$ cat config.mk
export PLATFORM = sky130hd
export DESIGN_NAME = ws2812_frame_sequencer_flat
export DESIGN_NICKNAME = d
export VERILOG_FILES = /design/src/rtl/ws2812_frame_sequencer_if.sv /design/src/rtl/ws2812_frame_sequencer.sv /design/src/flat_wrapper.sv
export SDC_FILE = /design/constraint.sdc
export NUM_CORES = 1
export LEC_CHECK = 0
export CORE_ASPECT_RATIO = 1.1
export CORE_MARGIN = 4
export CORE_UTILIZATION = 30
export CTS_CLUSTER_DIAMETER = 50
export DETAILED_ROUTE_END_ITERATION = 7
export DONT_BUFFER_PORTS = 1
export GPL_ROUTABILITY_DRIVEN = 1
export SLEW_MARGIN = 30
export SYNTH_ARGS = -nofsm -noshare
export SYNTH_HDL_FRONTEND = slang
export SYNTH_SLANG_ARGS = --single-unit
$ cat constraint.sdc
create_clock -name clk -period 2.2 [get_ports clk]
set_input_delay 0.33 -clock clk [delete_from_list [all_inputs] [get_ports clk]]
set_output_delay 0.33 -clock clk [all_outputs]
set_load 0.01 [all_outputs]
$ cat src/rtl/ws2812_frame_sequencer_if.sv
// Buffer write port and serializer byte stream of the WS2812 frame sequencer.
// The sequencer takes the slave side; the writer/serializer pair takes the master side.
interface ws2812_frame_sequencer_if;
    logic       wr_valid;
    logic       wr_ready;
    logic [7:0] wr_addr;
    logic [7:0] wr_data;
    logic       ser_valid;
    logic [7:0] ser_data;
    logic       ser_last;
    logic       ser_ready;

    modport master (
        output wr_valid, wr_addr, wr_data, ser_ready,
        input  wr_ready, ser_valid, ser_data, ser_last
    );

    modport slave (
        input  wr_valid, wr_addr, wr_data, ser_ready,
        output wr_ready, ser_valid, ser_data, ser_last
    );
endinterface

$ cat src/rtl/ws2812_frame_sequencer.sv
// Owns the LED byte buffer, streams it to the serializer in address order on demand,
// and enforces the latch gap between frames.
module ws2812_frame_sequencer #(
    parameter int unsigned LED_CNT      = 3,
    parameter int unsigned RESET_CYCLES = 1300
) (
    input  logic                           clk,
    input  logic                           reset,
    ws2812_frame_sequencer_if.slave        bus,
    input  logic                           refresh_i,
    output logic                           frame_busy
);
    localparam int unsigned BYTES = 3 * LED_CNT;
    localparam int unsigned IDX_W = (BYTES > 1) ? $clog2(BYTES) : 1;
    localparam int unsigned CNT_W = $clog2(RESET_CYCLES);

    typedef enum logic [1:0] {StIdle, StLoad, StSend, StLatch} state_e;

    state_e           state_q, state_d;
    logic [IDX_W-1:0] idx_q, idx_d;
    logic [CNT_W-1:0] cnt_q, cnt_d;
    logic             dirty_q, dirty_d;
    logic             ser_valid_q, ser_valid_d;
    logic             ser_last_q, ser_last_d;
    logic [7:0]       ser_data_q, ser_data_d;
    logic [7:0]       mem_q [BYTES];
    logic             wr_fire;
    logic             wr_in_range;
    logic             last_byte;

    // The reader owns the buffer only during LOAD; the writer wins every other cycle.
    assign bus.wr_ready  = reset || (state_q != StLoad);
    assign frame_busy    = reset || (state_q != StIdle);
    assign bus.ser_valid = ser_valid_q;
    assign bus.ser_data  = ser_data_q;
    assign bus.ser_last  = ser_last_q;

    assign wr_fire     = bus.wr_valid && bus.wr_ready;
    assign wr_in_range = ({1'b0, bus.wr_addr} < 9'(BYTES));
    assign last_byte   = (idx_q == IDX_W'(BYTES - 1));

    always_comb begin
        state_d     = state_q;
        idx_d       = idx_q;
        cnt_d       = cnt_q;
        dirty_d     = dirty_q;
        ser_valid_d = ser_valid_q;
        ser_last_d  = ser_last_q;
        ser_data_d  = ser_data_q;
        unique case (state_q)
            StIdle: begin
                if (dirty_q) begin
                    state_d = StLoad;
                    dirty_d = 1'b0;
                    idx_d   = '0;
                end
            end
            StLoad: begin
                ser_data_d  = mem_q[idx_q];
                ser_last_d  = last_byte;
                ser_valid_d = 1'b1;
                state_d     = StSend;
            end
            StSend: begin
                if (ser_valid_q && bus.ser_ready) begin
                    ser_valid_d = 1'b0;
                    ser_last_d  = 1'b0;
                    if (last_byte) begin
                        state_d = StLatch;
                        cnt_d   = '0;
                    end else begin
                        idx_d   = idx_q + 1'b1;
                        state_d = StLoad;
                    end
                end
            end
            StLatch: begin
                if (cnt_q == CNT_W'(RESET_CYCLES - 1)) begin
                    state_d = StIdle;
                end else begin
                    cnt_d = cnt_q + 1'b1;
                end
            end
            default: state_d = StLatch;
        endcase
        // A new request overrides the clear on frame start, so it is never lost.
        if ((wr_fire && wr_in_range) || refresh_i) begin
            dirty_d = 1'b1;
        end
    end

    always_ff @(posedge clk) begin
        if (reset) begin
            state_q     <= StLatch;
            idx_q       <= '0;
            cnt_q       <= '0;
            dirty_q     <= 1'b0;
            ser_valid_q <= 1'b0;
            ser_last_q  <= 1'b0;
            ser_data_q  <= 8'h00;
            for (int unsigned i = 0; i < BYTES; i++) begin
                mem_q[i] <= 8'h00;
            end
        end else begin
            state_q     <= state_d;
            idx_q       <= idx_d;
            cnt_q       <= cnt_d;
            dirty_q     <= dirty_d;
            ser_valid_q <= ser_valid_d;
            ser_last_q  <= ser_last_d;
            ser_data_q  <= ser_data_d;
            for (int unsigned i = 0; i < BYTES; i++) begin
                if (wr_fire && wr_in_range && (bus.wr_addr == 8'(i))) begin
                    mem_q[i] <= bus.wr_data;
                end
            end
        end
    end
endmodule

$ cat src/flat_wrapper.sv
// flat-port wrapper written by rule: the top's interface ports become plain ports
module ws2812_frame_sequencer_flat 
#(
    parameter int unsigned LED_CNT      = 3,
    parameter int unsigned RESET_CYCLES = 1300
)
  (clk, reset, refresh_i, frame_busy, bus_wr_valid, bus_wr_addr, bus_wr_data, bus_ser_ready, bus_wr_ready, bus_ser_valid, bus_ser_data, bus_ser_last);
  ws2812_frame_sequencer_if bus_i ();
  input  logic clk;
  input  logic reset;
  input  logic refresh_i;
  output logic frame_busy;
  input wire logic [$bits(bus_i.wr_valid)-1:0] bus_wr_valid;
  input wire logic [$bits(bus_i.wr_addr)-1:0] bus_wr_addr;
  input wire logic [$bits(bus_i.wr_data)-1:0] bus_wr_data;
  input wire logic [$bits(bus_i.ser_ready)-1:0] bus_ser_ready;
  output wire logic [$bits(bus_i.wr_ready)-1:0] bus_wr_ready;
  output wire logic [$bits(bus_i.ser_valid)-1:0] bus_ser_valid;
  output wire logic [$bits(bus_i.ser_data)-1:0] bus_ser_data;
  output wire logic [$bits(bus_i.ser_last)-1:0] bus_ser_last;
  assign bus_i.wr_valid = bus_wr_valid;
  assign bus_i.wr_addr = bus_wr_addr;
  assign bus_i.wr_data = bus_wr_data;
  assign bus_i.ser_ready = bus_ser_ready;
  assign bus_wr_ready = bus_i.wr_ready;
  assign bus_ser_valid = bus_i.ser_valid;
  assign bus_ser_data = bus_i.ser_data;
  assign bus_ser_last = bus_i.ser_last;
  ws2812_frame_sequencer #(.LED_CNT(LED_CNT), .RESET_CYCLES(RESET_CYCLES)) u_core (.clk(clk), .reset(reset), .bus(bus_i), .refresh_i(refresh_i), .frame_busy(frame_busy));
endmodule
==> results.json, run 1 <==
{
  "max_slew_margin": 0.587,
  "grt_use_total": 0.127,
  "status": "complete, no violations",
  "synthTopCellsByArea": "edfxtp_1, dfxtp_1, mux4_2",
  "wl_met1_um": 4200,
  "regArea_um2": 2720,
  "p_switching_uw": 866,
  "synth_top_cells_by_count": "edfxtp_1, dfxtp_1, mux4_2, nor2_1, a21oi_1",
  "cap_violations": 0,
  "rsz0062_at_grt": "no",
  "end_kind": "flip-flop",
  "reg2reg_from": "u_core.state_q[1]",
  "worstSetupStartpointType": "flip-flop",
  "port_buffers": 0,
  "setup_viol": 0,
  "fin_util": 0.355,
  "multiInputGateArea_um2": 1310,
  "drt_first_pass_iters": 4,
  "cts_setup_buffers": 0,
  "grt_pass1_wl_um": 15100,
  "wl_met3_um": 811,
  "ctsHoldBuffers": 0,
  "nFillCells": 1256,
  "grt_max_degree": 24,
  "synth_nets": 310,
  "die_area_um2": 15800,
  "grt_pass1_vias": 2604,
  "wl_met2_um": 4230,
  "whs_path_depth": 1,
  "die_w_um": 120,
  "wl_um": 9500,
  "die_h_um": 131,
  "drive_gt1_frac": 0.182,
  "routed-via-count": 2449,
  "period_share": 0.854,
  "synth_top_area_cell": "edfxtp_1",
  "p_sw_frac": 0.213,
  "routabilityCongestion": 0.798,
  "root_buffer": "clkbuf_16",
  "grt_overflow_total": 0,
  "vdd_drop_max_uv": 557,
  "fmax_mhz": 532,
  "worstPathArrival_ns": 1.93,
  "cts_made_buffers": 9,
  "reg2reg_depth": 5,
  "crit_family": "simple AND/OR/NAND/NOR gates",
  "clk_pin_slew_worst_paths_ns": 0.07,
  "vias_per_cell": 5.03,
  "synthArstFlopShare": 0,
  "whs_ns": 0.0550,
  "synth_edf_count": 72,
  "rows": 44,
  "synth_area_per_cell_um2": 14.5,
  "synth_top_area_frac": 0.522,
  "hp-start": "reset",
  "cp-startpoint": "u_core.state_q[1]",
  "synth_most_common_cell": "edfxtp_1",
  "p_leak_nw": 1.60,
  "yosysSeqAreaShare": 0.657,
  "worstMarginPinSlew_ns": 0.611,
  "power.internal_mw": 3.20,
  "power_density_nw_per_um2": 855,
  "wire_per_inst_um": 19.5,
  "antenna_found_initial": 0,
  "clk_latency_ns": 0.34,
  "drt_iter0_markers": 189,
  "min_period_ns": 1.88,
  "comb_power_share": 0.050,
  "instances_no_fill": 487,
  "fin_setup_tns_ns": 0,
  "p_clk_frac": 0.427,
  "drc": 0,
  "clock_sinks": 100,
  "area_delta_synth_final_pct": 14.8,
  "worstSetupPathDepth": 5,
  "core_area_um2": 13400,
  "ant_nets": 0,
  "hold_path_class": "input port to flip-flop",
  "cts_resized": 0,
  "nNetsFinal": 322,
  "worstPathCellList": "nand2b_1 -> nor2_1 -> or4_4 -> o31ai_1 -> buf_4",
  "ys_ff_latch": 100,
  "clock_skew_ns": 0.00679,
  "synth_flop_cell": "edfxtp_1",
  "syn_area_um2": 4140,
  "dp_cells": 471,
  "hold_viol": 0,
  "hpwl_um": 6400,
  "critPathMaxFanout": 8,
  "cp_data_required_time_ns": 2.25,
  "sequentialPowerShare": 0.523,
  "rrSetupSlack_ns": 0.32,
  "yosys_warnings": 0,
  "htreeDepth": 3,
  "synthCells": 286,
  "clk_path_buf_depth": 2,
  "cpMaxStageDelayCell": "or4_4",
  "initial_utilization": 0.310,
  "critPathBufInv": 1,
  "top_layer": "met4",
  "slew_viol_final": 0,
  "ios": 33,
  "max_stage_delay_ns": 0.46,
  "ys_types": 44,
  "crit_type": "flip-flop to flip-flop",
  "antenna-diode-count": 0,
  "cts_tree": "yes"
}
stage by stage:
| step | setup WS, ns | power (mW) | area (um2) |
|---|---|---|---|
| after global routing | 0.197 | 4.22 | 4760 |
| final | 0.320 | 4.07 | 4760 |
| after CTS | 0.340 | 4.10 | 4760 |
| after floorplan | -0.101 | 2.30 | 4140 |
| after detailed placement | 0.124 | 2.37 | 4420 |
| after global placement | 0.173 | 2.36 | 4420 |
layer usage:
layer / global-route usage / up-vias
met4: 0.0471 / 0
li1: - / 1133
met5: 0 / -
met2: 0.186 / 78
met1: 0.168 / 1221
met3: 0.0537 / 17
kinds of logic (layout without fill, tap and decap cells):
kind of cell | count (synthesis) | in the layout | share of synthesized area
XOR/XNOR | 7 | 7 | 0.0148
AO/OA/AOI/OAI | 51 | 51 | 0.0788
AND/OR/NAND/NOR | 76 | 76 | 0.108
adder cells (fa/ha/maj) | 3 | 3 | 0.00906
buffers and inverters | 25 | 42 | 0.0260
multiplexers | 24 | 24 | 0.106
flip-flops | 100 | 100 | 0.657
worst register-to-register path: stages (launching register included):
cell and delay, ns:
dfxtp_1 0.32, nand2b_1 0.17, nor2_1 0.13, or4_4 0.47
o31ai_1 0.27, buf_4 0.23
power by group through the flow:
stage,registers (mW),clock network [mW],logic [mW]
3_3_place_gp,2.17,0,0.196
2_1_floorplan,2.16,0,0.139
5_1_grt,2.13,1.86,0.223
3_5_place_dp,2.17,0,0.201
6_report,2.13,1.74,0.202
4_1_cts,2.13,1.77,0.202
state kept, by name (all words and copies together), names as in the netlist:
register / flops
u_core.bus.ser_data: 8
u_core.bus.ser_last: 1
u_core.bus.ser_valid: 1
u_core.cnt_q: 11
u_core.dirty_q: 1
u_core.idx_q: 4
u_core.mem_q: 72
u_core.state_q: 2
path summary, 6_finish.rpt:
check	endpoint
worst max-delay path	u_core.mem_q[4][4]
worst min-delay path	u_core.bus.ser_valid
worst max register to register	u_core.mem_q[4][4]
worst min register to register	u_core.cnt_q[9]
final cells by class:
cell class | count | area share
clock buffer | 10 | 0.0502
clock inverter | 6 | 0.0195
inverter | 10 | 0.00789
multi-input combinational | 161 | 0.276
sequential | 100 | 0.572
tap | 184 | 0.0484
timing repair buffer | 16 | 0.0253
placed cells by master (no fill, tap or decap), types with 2 or more instances in the layout:
cell	n
o21ai_0	9
a211oi_1	2
clkbuf_16	9
xor2_1	2
or3_1	7
mux2i_1	8
nor4_1	3
nand2b_1	3
buf_4	16
nand3b_1	2
o22ai_1	8
nor2_1	16
edfxtp_1	72
nor2b_1	2
nand4_1	3
a41oi_1	2
nand2_1	5
bufinv_16	2
a31o_2	4
nand3_1	7
ha_1	3
o31ai_1	6
and2_1	8
a21oi_1	15
nor3_1	2
mux4_2	16
inv_6	2
inv_1	10
and3_1	9
xnor2_1	5
clkinvlp_4	2
dfxtp_1	28
Power figures use the tool's default switching activity.
==> run 2, diff against run 1 <==
--- a/config.mk
+++ b/config.mk
@@ -5,6 +5,8 @@
 export SDC_FILE = /design/constraint.sdc
 export NUM_CORES = 1
 export LEC_CHECK = 0
+export CELL_PAD_IN_SITES_DETAIL_PLACEMENT = 1
+export CELL_PAD_IN_SITES_GLOBAL_PLACEMENT = 2
 export CORE_ASPECT_RATIO = 1.1
 export CORE_MARGIN = 4
 export CORE_UTILIZATION = 30
@@ -12,6 +14,7 @@
 export DETAILED_ROUTE_END_ITERATION = 7
 export DONT_BUFFER_PORTS = 1
 export GPL_ROUTABILITY_DRIVEN = 1
+export PLACE_DENSITY_LB_ADDON = 0.1
 export SLEW_MARGIN = 30
 export SYNTH_ARGS = -nofsm -noshare
 export SYNTH_HDL_FRONTEND = slang
==> run 2 against run 1 <==
Sequential share of layout area hardly changed. Register-to-register slack better by 0.05 ns. Total power hardly changed. Clock skew is 0.0027 ns higher. Clock-buffer cell count is 1 higher. Critical path type unchanged. Sequential power hardly changed. Largest cell class unchanged.
==> results.json, run 2 (synthesis gave the netlist of run 1 again) <==
{
  "status": "complete, no violations",
  "period_share": 0.831,
  "hpwl_um": 7030,
  "ctsHoldBuffers": 0,
  "grt_util_met1": 0.166,
  "slew_viol_final": 0,
  "wire_per_inst_um": 21.2,
  "ant_nets": 0,
  "grt_max_degree": 24,
  "clock_skew_ns": 0.00953,
  "grt_pass1_wl_um": 16200,
  "nNetsFinal": 323,
  "vdd_drop_max_uv": 357,
  "use_met3": 0.0335,
  "worstPathCellList": "nand2b_1 -> nor2_1 -> or4_4 -> o31ai_1 -> buf_4",
  "clk_latency_ns": 0.34,
  "worstMarginPinSlew_ns": 0.556,
  "die_w_um": 120,
  "clk_path_buf_depth": 2,
  "drc": 0,
  "power_density_nw_per_um2": 855,
  "vias_per_cell": 5.02,
  "drt_first_pass_iters": 4,
  "worstPathArrival_ns": 1.87,
  "crit_type": "flip-flop to flip-flop",
  "hold_viol": 0,
  "rsz0062_at_grt": "no",
  "final_common_cell": "edfxtp_1",
  "clock_sinks": 100,
  "grtUsageMet2": 0.240,
  "core_area_um2": 13400,
  "p_clk_frac": 0.427,
  "max_stage_delay_ns": 0.47,
  "clk_pin_slew_worst_paths_ns": 0.07,
  "placed_cell_area_um2": 4430,
  "root_buffer": "clkbuf_16",
  "dp_cells": 472,
  "area_delta_synth_final_pct": 14.8,
  "antenna_found_initial": 0,
  "cts_resized": 0,
  "initial_utilization": 0.310,
  "p_switching_uw": 865,
  "grt_overflow_total": 0,
  "wl_um": 10300,
  "max_slew_margin": 0.625,
  "cpMaxStageDelayCell": "or4_4",
  "rows": 44,
  "worstSetupStartpointType": "flip-flop",
  "top_register": "u_core.mem_q",
  "drive_gt1_frac": 0.181,
  "port_buffers": 0,
  "whs_ns": 0.0492,
  "grt_pass1_vias": 2671,
  "htreeDepth": 3,
  "end_kind": "flip-flop",
  "final_area_um2": 4760,
  "cts_setup_buffers": 0,
  "grt-busiest-layer": "met2",
  "min_period_ns": 1.83,
  "power.internal_mw": 3.20,
  "grt_use_total": 0.138,
  "sequentialPowerShare": 0.523,
  "cts_tree": "yes",
  "antenna-diode-count": 0,
  "largest_reg_flops": 72,
  "cts_made_buffers": 9,
  "p_sw_frac": 0.213,
  "ios": 33,
  "fmax_mhz": 547,
  "instances_no_fill": 488,
  "die_h_um": 131,
  "cap_violations": 0,
  "hold_path_class": "input port to flip-flop",
  "final_cell_mix": "edfxtp_1, dfxtp_1, buf_4",
  "die_area_um2": 15800,
  "setup_viol": 0,
  "routed-via-count": 2450,
  "comb_power_share": 0.051,
  "critPathMaxFanout": 8,
  "drt_iter0_markers": 86,
  "routabilityCongestion": 0.700,
  "finalPower_mw": 4.07,
  "cp_data_required_time_ns": 2.25,
  "p_leak_nw": 1.61
}
[run 2: cell types whose count changed in the layout (fill, tap and decap cells not counted)]
cell	change
clkinv_2	+1
clkbuf_1	+1
clkinvlp_4	-2
buf_4	+1
[run 2: metal layers]
metal  share of wire  wire [um]
met1            0.43       4400
met2            0.51       5310
met3           0.042        438
met4           0.018        184
met5               0          0
[run 2: final timing paths]
check	start	depth (start not counted)	endpoint	slack, ns
worst min-delay path	reset	1	u_core.dirty_q	0.05
worst max register to register	u_core.state_q[1]	5	u_core.mem_q[7][6]	0.37
worst max-delay path	u_core.state_q[1]	5	u_core.mem_q[7][6]	0.37
worst min register to register	u_core.cnt_q[10]	2	u_core.cnt_q[10]	0.53
[run 2: through the flow]
step | TNS [ns] | worst slack, ns | utilization
after floorplan | -3.23 | -0.101 | -
after global placement | 0 | 0.194 | 0.331
after detailed placement | 0 | 0.166 | 0.331
after CTS | 0 | 0.359 | 0.356
after global routing | 0 | 0.253 | 0.356
final | 0 | 0.372 | 0.356
[run 2: power by group through the flow]
stage	Clock, mW	Combinational [mW]	Sequential [mW]
3_5_place_dp	0	0.212	2.17
2_1_floorplan	0	0.139	2.16
6_report	1.73	0.206	2.12
3_3_place_gp	0	0.210	2.17
5_1_grt	1.86	0.231	2.13
4_1_cts	1.78	0.213	2.13
[run 2: layout make-up]
class                           count  area, um2
Fill cell                        1406       8620
Multi-Input combinational cell    161       1310
Inverter                           10       37.5
Clock inverter                      5       82.6
Clock buffer                       11        243
Sequential cell                   100       2720
Timing Repair Buffer               17        128
Tap cell                          184        230
[run 2: worst max-delay path: cells and delay by family (launching register included)]
family,cells,cell delay [ns]
flip-flops,1,0.33
buffers and inverters,1,0.22
AND/OR/NAND/NOR,3,0.74
AO/OA/AOI/OAI,1,0.24
==> run 3, diff against run 2 <==
==> constraint.sdc (replaced) <==
create_clock -name clk -period 1.91 [get_ports clk]
set_input_delay 0.2865 -clock clk [delete_from_list [all_inputs] [get_ports clk]]
set_output_delay 0.2865 -clock clk [all_outputs]
set_load 0.01 [all_outputs]
==> run 3 against run 2 <==
Total power is 16% higher. Cell count up 1.8%. Via count up 2.2%. Register-to-register slack got worse by 0.24 ns. Critical path depth rose by 1. Clock skew rose by 0.0024 ns. Largest power group unchanged.
==> results.json, run 3 (synthesis gave the netlist of run 1 again) <==
{
  "status": "complete, no violations",
  "drive_gt1_frac": 0.220,
  "antenna_found_initial": 0,
  "area_delta_synth_final_pct": 19.5,
  "drt_first_pass_iters": 4,
  "wire_per_inst_um": 21.4,
  "grt_overflow_total": 0,
  "drt_iter0_markers": 125,
  "die_area_um2": 15800,
  "holdPathEnd": "u_core.bus.ser_data[6]",
  "end_kind": "flip-flop",
  "grt_max_degree": 22,
  "clock_sinks": 100,
  "hold_viol": 0,
  "cts_setup_buffers": 0,
  "hpwl_um": 7360,
  "fin_setup_tns_ns": 0,
  "grt_use_total": 0.138,
  "cpMaxStageDelayCell": "or4_1",
  "port_buffers": 0,
  "setup_viol": 0,
  "vdd_drop_max_uv": 453,
  "routabilityCongestion": 0.717,
  "max_slew_margin": 0.688,
  "vias_per_cell": 5.04,
  "antenna-diode-count": 0,
  "grt_pass1_wl_um": 16100,
  "max_stage_delay_ns": 0.50,
  "largest_reg_flops": 72,
  "top_register": "u_core.mem_q",
  "nNetsFinal": 332,
  "rsz0062_at_grt": "no",
  "rrSetupSlack_ns": 0.13,
  "critPathBufInv": 1,
  "crit_family": "simple AND/OR/NAND/NOR gates",
  "clk_path_buf_depth": 2,
  "root_buffer": "clkbuf_16",
  "routed-via-count": 2503,
  "final_area_um2": 4950,
  "instances_no_fill": 497,
  "dp_cells": 480,
  "core_area_um2": 13400,
  "htreeDepth": 3,
  "hold_path_class": "input port to flip-flop",
  "regToRegEndpoint": "u_core.idx_q[3]",
  "period_share": 0.930,
  "ant_nets": 0,
  "die_w_um": 120,
  "rows": 44,
  "worstSetupStartpointType": "flip-flop",
  "placed_cell_area_um2": 4580,
  "fin_util": 0.370,
  "cts_tree": "yes",
  "initial_utilization": 0.310,
  "clk_latency_ns": 0.35,
  "cts_made_buffers": 9,
  "cap_violations": 0,
  "ios": 33,
  "cp_data_required_time_ns": 2.19,
  "wl_um": 10600,
  "worstSetupPathDepth": 6,
  "p_leak_nw": 1.68,
  "grt_pass1_vias": 2658,
  "hp-start": "reset",
  "worstPathCellList": "inv_1 -> ha_1 -> nand3b_1 -> a41oi_4 -> or4_1 -> a21oi_1",
  "drc": 0,
  "layout_setup_ws_ns": 0.134,
  "power_density_nw_per_um2": 949,
  "crit_type": "flip-flop to flip-flop",
  "cp-startpoint": "u_core.idx_q[0]",
  "die_h_um": 131,
  "finalPower_mw": 4.70,
  "fmax_mhz": 563,
  "min_period_ns": 1.78,
  "reg2reg_depth": 6,
  "slew_viol_final": 0,
  "clk_pin_slew_worst_paths_ns": 0.07,
  "final_common_cell": "edfxtp_1",
  "whs_path_depth": 1,
  "critPathMaxFanout": 8,
  "worstPathArrival_ns": 2.06,
  "reg2reg_from": "u_core.idx_q[0]",
  "whs_ns": 0.0529,
  "worstMarginPinSlew_ns": 0.467,
  "dp_slack_ns": -0.0709,
  "final_cell_mix": "edfxtp_1, dfxtp_1, buf_4",
  "clock_skew_ns": 0.0119
}
-- run 3: layer usage --
metal / GRT usage / share of wire
met1: 0.180 / 0.45
met2: 0.227 / 0.50
met3: 0.0284 / 0.028
met4: 0.0535 / 0.017
met5: 0 / 0
-- run 3: worst max path at each step --
stage,to,slack (ns)
finish,u_core.idx_q[3],0.13
global route,u_core.idx_q[3],0.03
CTS,u_core.mem_q[2][7],0.07
detailed placement,u_core.mem_q[2][7],-0.07
global placement,u_core.mem_q[6][4],-0.01
floorplan,u_core.mem_q[6][0],-0.13
-- run 3: layout make-up --
type / instances / area, um2
clock inverters: 7 / 96.3
well taps: 184 / 230
repair buffers: 26 / 260
flip-flops and latches: 100 / 2720
fillers: 1400 / 8430
multi-input cells: 161 / 1380
clock buffers: 9 / 225
inverters: 10 / 37.5
-- run 3: worst reg2reg max path, stage by stage, from the launching register on --
cell and delay [ns]:
dfxtp_1 0.34, inv_1 0.10, ha_1 0.21, nand3b_1 0.21
a41oi_4 0.21, or4_1 0.50, a21oi_1 0.14
-- run 3: report_power, final --
part	switching [mW]	total, mW	internal (mW)
clock	0.827	1.98	1.16
sequential	0.0485	2.45	2.40
combinational	0.155	0.265	0.111
total	1.03	4.70	3.67
-- run 3: repair_timing --
action	4_1_cts	5_1_grt
resized for setup	0	4
hold endpoints to repair	3	0
endpoints found under the setup margin	0	16
hold buffers	1	0
